$ cat src/rtl/moving_avg_pkg.sv
// moving_avg_pkg: default widths, derived constants and sign-extension helper for the boxcar filter
package moving_avg_pkg;
  localparam int DEF_DATA_W = 16;
  localparam int DEF_LOG2_TAPS = 3;
  localparam int DEF_TAPS = 2 ** DEF_LOG2_TAPS;
  localparam int DEF_ACC_W = DEF_DATA_W + DEF_LOG2_TAPS;
  function automatic logic signed [DEF_ACC_W-1:0] sext(input logic signed [DEF_DATA_W-1:0] x);
    return DEF_ACC_W'(x);
  endfunction
endpackage

$ cat src/rtl/sample_delay_line.sv
// sample_delay_line: TAPS-deep shift register of samples exposing the oldest entry
module sample_delay_line #(
  parameter int DATA_W = 16,
  parameter int TAPS = 8
) (
  input  logic                     clk,
  input  logic                     reset,
  input  logic signed [DATA_W-1:0] data_in,
  output logic signed [DATA_W-1:0] oldest
);
  logic [TAPS-1:0][DATA_W-1:0] sr;
  // new sample enters entry 0, everything moves one step older
  always_ff @(posedge clk or posedge reset)
    if (reset) sr <= '0;
    else sr <= {sr[TAPS-2:0], data_in};
  assign oldest = sr[TAPS-1];
endmodule

$ cat src/rtl/moving_avg_fir.sv
// moving_avg_fir: streaming running-sum boxcar average over the last 2**LOG2_TAPS samples
module moving_avg_fir
  import moving_avg_pkg::*;
#(
  parameter int DATA_W = DEF_DATA_W,
  parameter int LOG2_TAPS = DEF_LOG2_TAPS
) (
  input  logic                     clk,
  input  logic                     reset,
  input  logic signed [DATA_W-1:0] data_in,
  output logic signed [DATA_W-1:0] data_out
);
  localparam int TAPS = 2 ** LOG2_TAPS;
  localparam int ACC_W = DATA_W + LOG2_TAPS;
  logic signed [DATA_W-1:0] oldest;
  logic signed [ACC_W-1:0] acc, acc_next;
  sample_delay_line #(.DATA_W(DATA_W), .TAPS(TAPS)) u_dl (
    .clk(clk),
    .reset(reset),
    .data_in(data_in),
    .oldest(oldest)
  );
  // window sum after admitting the new sample and retiring the oldest one
  always_comb acc_next = acc + ACC_W'(data_in) - ACC_W'(oldest);
  // running sum and floor-divided mean; the mean always fits DATA_W so truncation is lossless
  always_ff @(posedge clk or posedge reset)
    if (reset) begin
      acc <= '0;
      data_out <= '0;
    end else begin
      acc <= acc_next;
      data_out <= DATA_W'(acc_next >>> LOG2_TAPS);
    end
endmodule

$ cat config.mk
export PLATFORM = sky130hd
export DESIGN_NAME = moving_avg_fir
export DESIGN_NICKNAME = d
export VERILOG_FILES = /design/src/rtl/moving_avg_pkg.sv /design/src/rtl/sample_delay_line.sv /design/src/rtl/moving_avg_fir.sv
export SDC_FILE = /design/constraint.sdc
export NUM_CORES = 1
export LEC_CHECK = 0
export CORE_AREA = 2 2 127 129
export CTS_CLUSTER_SIZE = 20
export DETAILED_ROUTE_END_ITERATION = 16
export DIE_AREA = 0 0 129 131
export PLACE_DENSITY = 0.49
export SLEW_MARGIN = 20
export SYNTH_ARGS = -nofsm -noshare
export SYNTH_HDL_FRONTEND = slang
export SYNTH_SLANG_ARGS = --single-unit
$ cat constraint.sdc
create_clock -name clk -period 11.8 [get_ports clk]
set_clock_uncertainty 0.1 [all_clocks]
set_input_delay 1.18 -clock clk [delete_from_list [all_inputs] [get_ports clk]]
set_output_delay 1.18 -clock clk [all_outputs]
set_load 0.02 [all_outputs]
# ---- After elaboration in Yosys (flattened, before gate mapping)
# Cells that the tools add are included.
dict set report word_totals {
  reg_bits 163
  in_bits 18
  out_inout_bits 16
  elab_cells 12
}
dict set report op_classes {
  addsub 2
}
# operator count
set ops {}
lappend ops {{$add 19x16->19} 1}
lappend ops {{$sub 19x16->19} 1}

# ---- Logic depth before layout (Yosys ltp)
# Gate-level depths: netlist of run 1.
dict set report depth {
  word_depth 2
  ltp_mapped 10
  ltp_nobuf 10
}

# ---- Cells and area by module
# A second synthesis of run 1 with hierarchy kept.
dict set report unflattened {
  hier_cells 381
  hier_area_um2 5431.5
}
# module instances cells_each area_per_inst_um2 seq_area_each_um2
set by_module_without_submodules {}
lappend by_module_without_submodules {sample_delay_line 1 145 3326.9 3203.1}
lappend by_module_without_submodules {moving_avg_fir 1 236 2104.5 475.5}

# ---- Worst setup path after synthesis of run 1
# No wires, ideal clock.
dict set report synth_path {
  path_kind {input port to flip-flop}
  from {input port data_in[1]}
  to {register acc[14]}
  setup_ps 124
  t_arrival_ps 3199
  required_time_ps 11576
  path_slack_ps 8377
  stages 9
  n_path_buf 0
  cell_sequence {inv_1 > fa_1 > inv_1 > fa_1 > a21o_1 > a221oi_2 > o31a_4 > o21bai_4 > xor2_2}
}
dict set report synth_between {
  elab_chain_len 2
}
# item line
set synth_lines {}
lappend synth_lines {{start, declared} moving_avg_fir.sv:10} ;# input logic signed [DATA_W-1:0] data_in,
lappend synth_lines {{$add 19x16->19} moving_avg_fir.sv:24} ;# always_comb acc_next = acc + ACC_W'(data_in) - ACC_W'(oldest);
lappend synth_lines {{$sub 19x16->19} moving_avg_fir.sv:24}
lappend synth_lines {{named net acc_next[14]} moving_avg_fir.sv:16} ;# logic signed [ACC_W-1:0] acc, acc_next;
lappend synth_lines {{end signal, assigned} moving_avg_fir.sv:31} ;# acc <= acc_next;
lappend synth_lines {{end, declared} moving_avg_fir.sv:16}
# The timed path passes the listed nets, and every way through them passes these cells.

# ---- Worst setup path after layout of run 1
# Ends and elaborated chain as after synthesis.

==> results.json, run 1 <==
{
  "routedWlPerCell_um": 12.75,
  "ys_ff_latch": 147,
  "fillers": 1465,
  "syn2layout_area_growth_pct": 19.50,
  "critPathMaxFanout": 4,
  "power_density_nw_per_um2": 275.1,
  "setup_viol": 0,
  "worst_pin_slew_ps": 744.8,
  "min_period_ps": 3634,
  "initial_core_util_pct": 34.03,
  "ir_worst_vdd_v": 0.0001191,
  "hpwlAfterDp_mm": 5.338,
  "grt_pass1_vias": 2834,
  "die_area_um2": 16900,
  "clk-insertion-delay-late_ps": 420,
  "cts_buffers": 17,
  "grt_start_max_net_pins": 85,
  "synth.cell_area_um2": 5308,
  "setup_ws_ps": 8166,
  "synth_top_area_cell": "dfrtp_1",
  "ant_nets": 0,
  "grt_pass1_wl_mm": 14.43,
  "slew_violations": 0,
  "finalWirelength_mm": 8.019,
  "yosys-top-cells-area": "dfrtp_1 (69%), fa_1 (6.8%), inv_1 (5.0%)",
  "drc": 0,
  "place_inst": 597,
  "synth.top_cell.area_share_pct": 69.31,
  "portBuffers": 33,
  "nets": 456,
  "die_width_um": 129,
  "slew_headroom_pct": 50.35,
  "htree_levels": 4,
  "cts_tree": "built",
  "ctsLongestPathBuffers": 2,
  "cts_root_buffer": "clkbuf_16",
  "finalCritPeriodShare_pct": 30.80,
  "p_leak_nw": 3.003,
  "cp-start-kind": "input port",
  "post_synth.cell_area_avg_um2": 14.58,
  "synth_edf_count": 0,
  "diodes": 0,
  "synthMuxAreaShare_pct": 0,
  "synthCells": 364,
  "grt_overflow": 0,
  "postCtsResizedCells": 0,
  "synth_flop_cell": "dfrtp_1",
  "via_per_inst": 4.045,
  "synth_fa_ha_area_share_pct": 11.50,
  "layout-drive-gt1-share_pct": 9.443,
  "first_pass_iters": 4,
  "synth_xor_area_share_pct": 3.277,
  "syn_nets": 420,
  "synthSimpleGateAreaFrac_pct": 2.098,
  "synth_top_family_by_area": "adder cells",
  "crit_required_ps": 12000,
  "seq_area_frac_synth_pct": 69.31,
  "clock-sinks": 147,
  "die_h_um": 131,
  "num_rows": 46,
  "clk_pin_slew_worst_paths_ps": 60,
  "crit_type": "in -> reg",
  "hold_violations": 0,
  "cp.arrival_ps": 3840,
  "ys_types": 36,
  "dp_slack_ps": 7712,
  "place.gp.congestion": 0.8442,
  "cts_hold_buf": 0,
  "synth_common_cells": "dfrtp_1 (147), inv_1 (70), ha_1 (20)",
  "drtIter0Drc": 169,
  "io_pins": 34,
  "synth_compound_area_share_pct": 6.530,
  "final_cells": 629,
  "ys_async_sr_fraction_pct": 100.0,
  "coreArea_um2": 15600,
  "rsz0062_at_grt": "no",
  "grt_usage_pct": 11.56,
  "status": "finished, final reports clean",
  "yosysWarnings": 0,
  "yosysMostFrequentCell": "dfrtp_1",
  "antenna_found_initial": 0,
  "fmax_ghz": 0.2752,
  "routed-via-count": 2544,
  "cts_setup_buffers": 0,
  "setup.worst_path.end_class": "flop",
  "reg2reg_slack_ps": 9120,
  "tns_ps": 0,
  "drv_cap": 0,
  "hp-class": "reg -> reg"
}
## flip-flops by register name (all words and copies together) (netlist names)
register and cells:
acc 19, u_dl.sr 112, u_dl.oldest 16
## path summary, 6_finish.rpt
check,end,startpoint,cells after the start
worst max register to register,acc[14]$_DFF_PP0_,u_dl.oldest[1]$_DFF_PP0_,8
worst max-delay path,acc[14]$_DFF_PP0_,data_in[1],10
worst min register to register,u_dl.sr[77]$_DFF_PP0_,u_dl.sr[61]$_DFF_PP0_,0
min in group asynchronous,acc[0]$_DFF_PP0_,reset,2
max in group asynchronous,acc[17]$_DFF_PP0_,reset,3
worst min-delay path,u_dl.sr[77]$_DFF_PP0_,u_dl.sr[61]$_DFF_PP0_,0
## layer usage
layer / wire length [um] / track usage (%)
met4: 164 / 5.946
met2: 3418 / 15.66
met5: 0 / 0
met1: 4084 / 16.27
met3: 352 / 4.235
## final cells by class
| class | instances | area [um2] | area share (%) |
|---|---|---|---|
| Sequential cell | 147 | 3679 | 58.00 |
| Multi-Input combinational cell | 130 | 1242 | 19.59 |
| Clock buffer | 22 | 464.2 | 7.319 |
| Timing Repair Buffer | 34 | 341.6 | 5.386 |
| Tap cell | 216 | 270.3 | 4.261 |
| Inverter | 70 | 267.8 | 4.222 |
| Clock inverter | 10 | 77.57 | 1.223 |
## cells by family (layout without fill, tap and decap cells)
kind of cell | after synthesis | in the layout
AOI/OAI and AO/OA | 50 | 50
buffers and inverters | 87 | 136
and+or+nand+nor | 23 | 23
xor gates and xnor gates | 19 | 19
DFF | 147 | 147
adders and majority gates | 38 | 38
## placed cells by master (no fill, tap or decap), types with 10 or more instances in the layout
cell type,Yosys,layout
dfrtp_1,147,147
inv_1,70,69
clkdlybuf4s50_1,0,33
ha_1,20,20
fa_1,18,18
clkbuf_16,0,17
a21oi_1,15,15
nand2_1,12,12
xnor2_1,11,11
o21ai_0,10,10
## critical path, cell delays in order
cell             delay (ps)
clkdlybuf4s50_1         480
inv_1                    70
fa_1                    540
inv_1                    70
fa_1                    450
a21o_1                  220
a221oi_2                360
o31a_4                  250
o21bai_4                 80
xor2_2                  130
## per-stage QoR
step / instance area (um2) / utilization (%) / total power [W] / hold slack, ps
final: 6342 / 40.66 / 0.001745 / 241.4
after CTS: 6339 / 40.64 / 0.001776 / 243.8
after global routing: 6342 / 40.66 / 0.001887 / 244.2
after global placement: 5797 / 37.17 / 0.001269 / 233.4
after detailed placement: 5797 / 37.17 / 0.001273 / 234.7
after floorplan: 5308 / - / 0.001129 / 231.2
## power by group
| part | total [W] | switching (W) | internal, W |
|---|---|---|---|
| Clock | 0.000485 | 0.000205 | 0.000281 |
| Sequential | 0.000601 | 0.0000301 | 0.000571 |
| Combinational | 0.000658 | 0.000370 | 0.000289 |
| Total | 0.00174 | 0.000605 | 0.00114 |
Power figures use the tool's default switching activity.
==> inputs of run 2 (changes only) <==
Settings changed: PLACE_DENSITY 0.49 to 0.51.
Clock period 11.8 ns to 2.9 ns, I/O delays scaled along.
==> run 2 against run 1 <==
Net effect:
- clock-buffer cell count down 4
- die area unchanged
- flip-flop and latch count unchanged
- first-iteration DRC count down 38%
- register-to-register slack worse by 8900 ps
- sequential power rose to 4.1 times the previous value
- setup slack worse by 8000 ps
- power rose to 4.5 times the previous value
- worst hold slack worse by 6.5 ps
- combinational power rose to 4.7 times the previous value
- final cell count up 4.1%
==> results.json, run 2 (synthesized netlist as in run 1, its figures left out) <==
{
  "antenna_found_initial": 0,
  "nets": 482,
  "ff2ff_path_depth": 9,
  "initial_core_util_pct": 34.03,
  "final_cell_mix": "dfrtp_1 (147), inv_1 (69), clkdlybuf4s50_1 (33)",
  "setup_viol": 0,
  "portBuffers": 33,
  "cp-start-kind": "input port",
  "clkPwrFrac_pct": 28.8,
  "fmax_ghz": 0.3682,
  "status": "finished, final reports clean",
  "ir_worst_vdd_v": 0.0005054,
  "final_cells": 655,
  "power_density_nw_per_um2": 1174,
  "dpl-instance-area_um2": 6003,
  "die_h_um": 131,
  "crit_required_ps": 3100,
  "place_inst": 623,
  "setup.worst_path.end_class": "flop",
  "pwr-share-comb_pct": 39.6,
  "place.gp.congestion": 0.8205,
  "routed-via-count": 2654,
  "largest_reg_flops": 112,
  "finalCritPeriodShare_pct": 93.65,
  "fillers": 1452,
  "drv_cap": 0,
  "drtIter0Drc": 105,
  "drc": 0,
  "cts_hold_buf": 0,
  "die_width_um": 129,
  "coreArea_um2": 15600,
  "slew_headroom_pct": 44.36,
  "cts_setup_buffers": 0,
  "ant_nets": 0,
  "switching_share_pct": 32.78,
  "cts_root_buffer": "clkbuf_16",
  "grt_pass1_vias": 2895,
  "p_int_w": 0.005222,
  "routedWlPerCell_um": 12.39,
  "cts_tree": "built",
  "hold_violations": 0,
  "cp.arrival_ps": 2920,
  "htree_levels": 4,
  "min_period_ps": 2716,
  "clock-sinks": 147,
  "diodes": 0,
  "hp-class": "in -> reg",
  "min_path_cells": 1,
  "grt_usage_pct": 11.24,
  "syn2layout_area_growth_pct": 24.71,
  "layout-drive-gt1-share_pct": 15.49,
  "finalWirelength_mm": 8.115,
  "grt_pass1_wl_mm": 13.96,
  "grt_start_max_net_pins": 148,
  "num_rows": 46,
  "ctsLongestPathBuffers": 2,
  "slew_violations": 0,
  "clk-insertion-delay-late_ps": 420,
  "grt_overflow": 0,
  "via_per_inst": 4.052,
  "pwr-share-seq_pct": 31.6,
  "crit_path_top_delay_cell": "fa_1",
  "hpwlAfterDp_mm": 5.399,
  "rsz0062_at_grt": "no",
  "top_register": "u_dl.sr",
  "critPathMaxFanout": 4,
  "max_stage_delay_ps": 530,
  "worst_pin_slew_ps": 834.6,
  "final_cell_area_um2": 6619,
  "power.switching_w": 0.002546,
  "postCtsResizedCells": 0,
  "regArea_um2": 3679,
  "io_pins": 34,
  "cts_buffers": 17,
  "crit_type": "in -> reg",
  "crit_chain": "clkdlybuf4s50_1, inv_1, fa_1, inv_1, buf_4, ha_1, a211oi_1, o21bai_1, a31oi_1, o21bai_1, xor2_1",
  "clk_pin_slew_worst_paths_ps": 60,
  "p_leak_nw": 3.170,
  "die_area_um2": 16900,
  "power_w": 0.007768,
  "multi_input_area_um2": 1242,
  "first_pass_iters": 4,
  "layout_commonest_cell": "dfrtp_1"
}
-- run 2: cell count changes in the layout (fill, tap and decap cells not counted) --
cell / previous run / this run
buf_4: 0 / 26
clkbuf_8: 2 / 1
clkinv_4: 3 / 1
buf_6: 1 / 0
clkinv_2: 1 / 2
buf_12: 0 / 1
inv_6: 2 / 3
clkbuf_1: 3 / 0
bufinv_16: 0 / 3
inv_8: 0 / 1
-- run 2: final timing paths --
check / startpoint / endpoint / slack, ps
max: data_in[1] / acc[13]$_DFF_PP0_ / 180
min: data_in[9] / u_dl.sr[9]$_DFF_PP0_ / 230
max reg2reg: u_dl.oldest[1]$_DFF_PP0_ / acc[13]$_DFF_PP0_ / 250
min reg2reg: u_dl.sr[71]$_DFF_PP0_ / u_dl.sr[87]$_DFF_PP0_ / 240
max in group asynchronous: reset / u_dl.sr[16]$_DFF_PP0_ / 1740
min in group asynchronous: reset / u_dl.sr[107]$_DFF_PP0_ / 300
-- run 2: worst max-delay path, delay by kind of cell --
family / cells / cell delay [ps]
compound gates: 4 / 890
fa+ha+maj: 2 / 830
xor+xnor: 1 / 150
buf+inv: 4 / 760
-- run 2: power by group through the flow --
stage | clock network, W | registers [W] | logic (W)
4_1_cts | 0.00232 | 0.00246 | 0.00313
3_5_place_dp | 0 | 0.00249 | 0.00310
3_3_place_gp | 0 | 0.00250 | 0.00306
5_1_grt | 0.00241 | 0.00248 | 0.00346
2_1_floorplan | 0 | 0.00242 | 0.00217
6_report | 0.00224 | 0.00245 | 0.00307
-- run 2: metal layers --
metal,part of all wire (%),vias to the layer above,routed length [um],track usage (%)
met5,0,-,0,0
met4,2.2,0,182,6.714
met3,5.0,15,405,4.927
met2,43,40,3457,15.00
met1,50,1357,4069,15.07
li1,-,1242,-,-
-- run 2: final cells by class --
cell class / instances / share of cell area [%]
multi-input cells: 130 / 18.77
well taps: 216 / 4.083
repair buffers: 60 / 8.242
inverters: 70 / 4.026
clock inverters: 14 / 2.665
flip-flops and latches: 147 / 55.58
clock buffers: 18 / 6.635
-- run 2: per-stage QoR --
stage          setup slack (ps)  TNS (ps)  util [%]  hold slack (ps)
2_1_floorplan             360.5         0         -            221.4
3_3_place_gp             -208.8     -1973     38.49            233.2
3_5_place_dp             -226.4     -2299     38.49            234.7
4_1_cts                   216.8         0     42.44            209.9
5_1_grt                   9.347         0     42.44            212.9
6_report                  184.2         0     42.44            234.9
